===== src/rtl/wall_collision_detector.sv =====
// rtl/wall_collision_detector.sv - per-frame player/wall overlap judge with lives, grace window and game over
module wall_collision_detector #(
    parameter int NWALL        = 26,
    parameter int HIT_THRESH   = 4,
    parameter int GRACE_FRAMES = 60,
    parameter int LIVES_INIT   = 3
) (
    input  logic             clk,
    input  logic             rst,
    input  logic             update,
    input  logic [9:0]       xCount,
    input  logic [9:0]       yCount,
    input  logic [NWALL-1:0] wall,
    input  logic             player,
    input  logic [NWALL-1:0] wall_mask,
    output logic             hit_now,
    output logic             coll_pulse,
    output logic [4:0]       last_wall,
    output logic [2:0]       lives,
    output logic             invuln,
    output logic             game_over
);

    localparam int       GW         = (GRACE_FRAMES < 1) ? 1 : $clog2(GRACE_FRAMES + 1);
    localparam logic [GW-1:0] GRACE_INIT = GW'(GRACE_FRAMES);
    localparam logic [8:0]    HIT_T      = 9'(HIT_THRESH);
    localparam logic [2:0]    LIVES_RST  = 3'(LIVES_INIT);

    typedef enum logic [1:0] {
        S_ARMED,
        S_GRACE,
        S_DEAD
    } state_t;

    state_t          r_state;
    state_t          w_state_nxt;
    logic [7:0]      r_pix_cnt;
    logic [GW-1:0]   r_grace_cnt;
    logic [GW-1:0]   w_grace_nxt;
    logic [4:0]      r_first_id;
    logic            r_first_vld;
    logic            r_hit_now;
    logic            r_coll_pulse;
    logic [4:0]      r_last_wall;
    logic [2:0]      r_lives;
    logic [2:0]      w_lives_nxt;
    logic            w_coll;

    logic [NWALL-1:0] w_masked;
    logic             w_ov;
    logic [4:0]       w_low_idx;
    logic [8:0]       w_sum;
    logic             w_hit;

    assign w_masked = wall & wall_mask;
    assign w_ov     = player & (|w_masked) & (xCount < 10'd640) & (yCount < 10'd480);
    // Frame total includes an overlap landing on the update cycle itself
    assign w_sum    = {1'b0, r_pix_cnt} + {8'd0, w_ov};
    assign w_hit    = (w_sum >= HIT_T);

    always_comb begin
        w_low_idx = 5'd0;
        for (int i = NWALL - 1; i >= 0; i--) begin
            if (w_masked[i]) begin
                w_low_idx = 5'(i);
            end
        end
    end

    always_ff @(posedge clk or negedge rst) begin
        if (!rst) begin
            r_state <= S_ARMED;
        end else begin
            r_state <= w_state_nxt;
        end
    end

    always_comb begin
        w_state_nxt = r_state;
        w_coll      = 1'b0;
        w_lives_nxt = r_lives;
        w_grace_nxt = r_grace_cnt;
        case (r_state)
            S_ARMED: begin
                if (update) begin
                    if (r_lives == 3'd0) begin
                        w_state_nxt = S_DEAD;
                    end else if (w_hit) begin
                        w_coll      = 1'b1;
                        w_lives_nxt = r_lives - 3'd1;
                        if (r_lives == 3'd1) begin
                            w_state_nxt = S_DEAD;
                        end else begin
                            w_state_nxt = S_GRACE;
                            w_grace_nxt = GRACE_INIT;
                        end
                    end
                end
            end
            S_GRACE: begin
                if (update) begin
                    // Leaving on the tick that sees 1 makes the window exactly GRACE_FRAMES ticks
                    if (r_grace_cnt <= GW'(1)) begin
                        w_state_nxt = S_ARMED;
                        w_grace_nxt = '0;
                    end else begin
                        w_grace_nxt = r_grace_cnt - GW'(1);
                    end
                end
            end
            S_DEAD: begin
                w_lives_nxt = 3'd0;
            end
            default: begin
                w_state_nxt = S_ARMED;
            end
        endcase
    end

    always_ff @(posedge clk or negedge rst) begin
        if (!rst) begin
            r_lives      <= LIVES_RST;
            r_grace_cnt  <= '0;
            r_coll_pulse <= 1'b0;
            r_last_wall  <= 5'd0;
        end else begin
            r_lives      <= w_lives_nxt;
            r_grace_cnt  <= w_grace_nxt;
            r_coll_pulse <= w_coll;
            if (w_coll) begin
                r_last_wall <= r_first_vld ? r_first_id : w_low_idx;
            end
        end
    end

    always_ff @(posedge clk or negedge rst) begin
        if (!rst) begin
            r_pix_cnt   <= 8'd0;
            r_first_id  <= 5'd0;
            r_first_vld <= 1'b0;
            r_hit_now   <= 1'b0;
        end else begin
            r_hit_now <= w_ov;
            if (update) begin
                r_pix_cnt   <= 8'd0;
                r_first_id  <= 5'd0;
                r_first_vld <= 1'b0;
            end else if (w_ov) begin
                if (r_pix_cnt != 8'hFF) begin
                    r_pix_cnt <= r_pix_cnt + 8'd1;
                end
                if (!r_first_vld) begin
                    r_first_id  <= w_low_idx;
                    r_first_vld <= 1'b1;
                end
            end
        end
    end

    assign hit_now    = r_hit_now;
    assign coll_pulse = r_coll_pulse;
    assign last_wall  = r_last_wall;
    assign lives      = r_lives;
    assign invuln     = (r_state == S_GRACE);
    assign game_over  = (r_state == S_DEAD);

endmodule


===== config.mk =====
export PLATFORM = sky130hd
export DESIGN_NAME = wall_collision_detector
export DESIGN_NICKNAME = d
export VERILOG_FILES = /design/src/rtl/wall_collision_detector.sv
export SDC_FILE = /design/constraint.sdc
export NUM_CORES = 1
export LEC_CHECK = 0
export ABC_AREA = 1
export CAP_MARGIN = 20
export CORE_MARGIN = 3
export CORE_UTILIZATION = 35
export CTS_CLUSTER_DIAMETER = 30
export DETAILED_ROUTE_END_ITERATION = 8
export GPL_ROUTABILITY_DRIVEN = 0
export PLACE_DENSITY_LB_ADDON = 0.2
export SETUP_SLACK_MARGIN = 0.4
export SLEW_MARGIN = 20
export SYNTH_ARGS = -nofsm -noshare
export SYNTH_HDL_FRONTEND = slang
export SYNTH_SLANG_ARGS = --single-unit

===== constraint.sdc =====
create_clock -name clk -period 3 [get_ports clk]
set_clock_uncertainty 0.05 [all_clocks]
set_input_delay 0.3 -clock clk [delete_from_list [all_inputs] [get_ports clk]]
set_output_delay 0.3 -clock clk [all_outputs]
set_load 0.005 [all_outputs]

==> results of run 1 <==
[flip-flops by register name (all words and copies together), names as in the netlist]
register / count
r_first_id: 5
lives: 3
r_pix_cnt: 8
r_first_vld: 1
coll_pulse: 1
r_state: 2
last_wall: 5
hit_now: 1
r_grace_cnt: 6
[kinds of logic after synthesis]
kind of cell | count (synthesis) | synth area share [%]
buf+inv | 46 | 8.01
fa+ha+maj | 8 | 4.61
flops | 32 | 37.0
compound gates | 62 | 18.3
xor+xnor | 2 | 0.807
simple gates | 163 | 31.3
[final timing paths]
path	from	endpoint	slack (ns)	depth (start not counted)
setup / recovery	wall[20]	last_wall[3]$_DFFE_PN0P_	-0.009	23
max in group asynchronous	rst	lives[1]$_DFFE_PN1P_	2.20	2
setup reg to reg	r_pix_cnt[0]$_DFFE_PN0P_	last_wall[3]$_DFFE_PN0P_	0.46	14
min in group clk	last_wall[0]$_DFFE_PN0P_	last_wall[0]$_DFFE_PN0P_	0.43	2
hold reg to reg	last_wall[0]$_DFFE_PN0P_	last_wall[0]$_DFFE_PN0P_	0.43	2
hold / removal	rst	r_grace_cnt[3]$_DFFE_PN0P_	0.36	2
[through the flow]
step / instances / cell area [sq um] / utilization [%]
after floorplan: 313 / 2260 / -
after CTS: 577 / 3970 / 66.6
after global placement: 484 / 3270 / 54.9
after detailed placement: 484 / 3270 / 54.9
final: 597 / 4610 / 77.4
after global routing: 597 / 4610 / 77.4
[Yosys cell counts (2+ instances only)]
master | n | area share (%)
a21oi_1 | 13 | 3.0
a22oi_1 | 2 | 0.69
a31oi_1 | 3 | 0.86
dfrtp_1 | 30 | 35
dfstp_2 | 2 | 2.4
ha_1 | 8 | 4.6
inv_1 | 37 | 6.4
inv_2 | 8 | 1.4
nand2_1 | 107 | 19
nand2_2 | 4 | 1.2
nand3_1 | 7 | 1.6
nand4_1 | 2 | 0.58
nor2_1 | 34 | 5.9
nor3_1 | 3 | 0.69
o21ai_0 | 19 | 4.4
o21ai_1 | 13 | 3.0
o31ai_1 | 2 | 0.69
xor2_1 | 2 | 0.81
[per-layer routing]
metal,track usage (%),vias up
met5,0,-
met2,41.2,209
met4,11.5,0
met3,3.73,81
met1,24.5,1462
li1,-,1433
[worst reg2reg max path, stage by stage, from the launching register on]
cell	delay [ns]
dfrtp_1	0.49
ha_4	0.20
ha_4	0.16
xor2_2	0.16
nor2_2	0.06
o211ai_2	0.22
a2111oi_4	0.06
buf_4	0.16
nor4_4	0.29
inv_2	0.09
nor2_4	0.18
buf_12	0.13
inv_6	0.04
nand2_1	0.05
o21ai_1	0.06
[power by group through the flow]
stage               combinational, mW  sequential, mW  clock [mW]
floorplan                      0.0733           0.447           0
global placement                0.203           0.448           0
detailed placement              0.205           0.448           0
CTS                             0.289           0.440       0.420
global route                    0.452           0.442       0.440
finish                          0.428           0.442       0.420
[area by class of cell]
type                       instances  area share [%]
inverter                          45            3.83
timing repair buffer             201            38.4
clock buffer                       6            1.57
timing repair inverter             1           0.163
multi-input combinational        235            35.9
tap                               75            2.04
sequential                        32            17.4
clock inverter                     2           0.760
[what timing repair did]
action                     CTS  global route
pin swaps                   50            55
setup buffers               84            20
gates resized for setup    189           137
setup endpoints to repair   17            24
cloned                       1             0
==> metrics.md, run 1 <==
| Metric | Value |
|---|---|
| Die Area | `7180 sq um` |
| Clk_lat worst skew | `0.29 ns` |
| NetSw | `0.368 mW` |
| Switch share | `28.5%` |
| Drt initial violations | `285` |
| Logic pwr share | `33.2%` |
| Share of cells above drive strength 1 | `54.2%` |
| Hold buffers post-CTS | `0` |
| Number of flops mapped to enable cells by yosys | `0` |
| Synthesized area | `2170 sq um` |
| Slowest CP cell | `nor4_4` |
| Flops & latches, synth | `32` |
| Grt ovf | `0` |
| Global-route wire length before repair | `13.1 mm` |
| Number of vias per cell | `5.34` |
| Mapped Cells | `313` |
| Core area | `5960 sq um` |
| Post-DRT Antenna Nets | `0` |
| Hold Slack | `0.358 ns` |
| Worst slew pin tran | `0.417 ns` |
| Multi-input logic area | `1650 sq um` |
| Total chip power | `1.29 mW` |
| Syn nets | `397` |
| Gr usage total | `22.4%` |
| Area grow syn2layout | `112%` |
| # IOs | `88` |
| Die height | `84.8 um` |
| Register area share after synthesis | `37.0%` |
| Final worst path period need | `3.01 ns` |
| Wire length on met3 | `635 um` |
| Met2 wire length | `5.41 mm` |
| Top_reg_cell synth | `dfrtp_1` |
| Warnings, synthesis | `0` |
| Clk buf depth | `2` |
| HPWL after DPL | `4.47 mm` |
| Clock Power Share | `32.6%` |
| Met1 WL | `3.55 mm` |
| PwrDens | `280 nW/um^2` |
| Ys async rst share | `100%` |
| Vias after detailed routing | `3185` |
| Setup-failing EPs final | `1` |
| Crit path kind | `in2reg` |
| Cell Rows | `28` |
| Crit Path Max Fanout | `5` |
| Leakage power | `2.34 nW` |
| Reg power frac | `34.3%` |
| Setup slack after layout | `-0.00905 ns` |
| Average size of a mapped cell | `6.94 sq um` |
| Residual DRC | `0` |
| Status | `finished with violations` |
| Commonest non-fill, non-tap cell in the layout | `buf_4` |
| Worst slack at placement | `-0.311 ns` |
| Drt first pass iters | `5` |
| Max stage delay on crit path | `0.29 ns` |
| Max-slew headroom | `72.2%` |
| N_diodes | `0` |
| Tcrit/Tclk final | `100%` |
| CP Launch Type | `primary input` |
| Die Wd | `84.8 um` |
| Initial Utilization | `36.4%` |
| DR top layer | `met4` |
| Clock sink count | `32` |
| Reg clk slew, reported paths | `0.07 ns` |
| Worst Path Required | `3.12 ns` |
| CP endpoint kind | `flop` |
| Initial antenna violation count | `0` |
| CP Cell Sequence | `buf_4 > nand2_8 > nand2_4 > nor2_4 > nand2_2 > nor2_4 > nand3_2 > nand4_1 > inv_2 > ha_4 > ha_4 > xor2_2 > nor2_2 > o211ai_2 > a2111oi_4 > buf_4 > nor4_4 > inv_2 > nor2_4 > buf_12 > inv_6 > nand2_1 > o21ai_1` |
| Setup TNS | `-0.00905 ns` |
| Worst hold path type | `in2async` |
| Pint | `0.922 mW` |
| CP most frequent cell | `nor2_4` |
| CP Buf/Inv Count | `6` |
| Nets | `605` |
| Worst VDD drop | `338 uV` |
| Violated checks | `negative setup slack` |
| Fmax | `332 MHz` |
| CTS tree | `built` |
| Worst Path Arrival | `3.13 ns` |
| H-tree levels | `2` |
| Root buf cell | `clkbuf_8` |
| Total Routed Length | `10.5 mm` |
| Commonest cells after routing, fill and taps aside | `buf_4 (95), nand2_1 (58), buf_6 (54)` |
| Hold Vio Cnt, Final | `0` |
| Register area | `803 sq um` |
| Unrepaired setup endpoints after global routing | `true` |
| Max Cap Viol | `0` |
| Netlist cell types | `35` |
| Largest net degree at the start of global routing | `33` |
| TritonCTS Buffers | `5` |
| Routed wire per std cell | `17.6 um` |
| Vias in the first global route | `3005` |
| Final Slew Violations | `0` |
| # port buffers | `75` |
| Filler cells | `368` |
| Crit-path leading delay family | `simple AND/OR/NAND/NOR gates` |
Power figures use the tool's default switching activity.
==> run 2: changes to the inputs <==
SLEW_MARGIN = 10   (was 20)
==> results of run 2 <==
The final DEF is identical to that of run 1; final timing and power are the same.
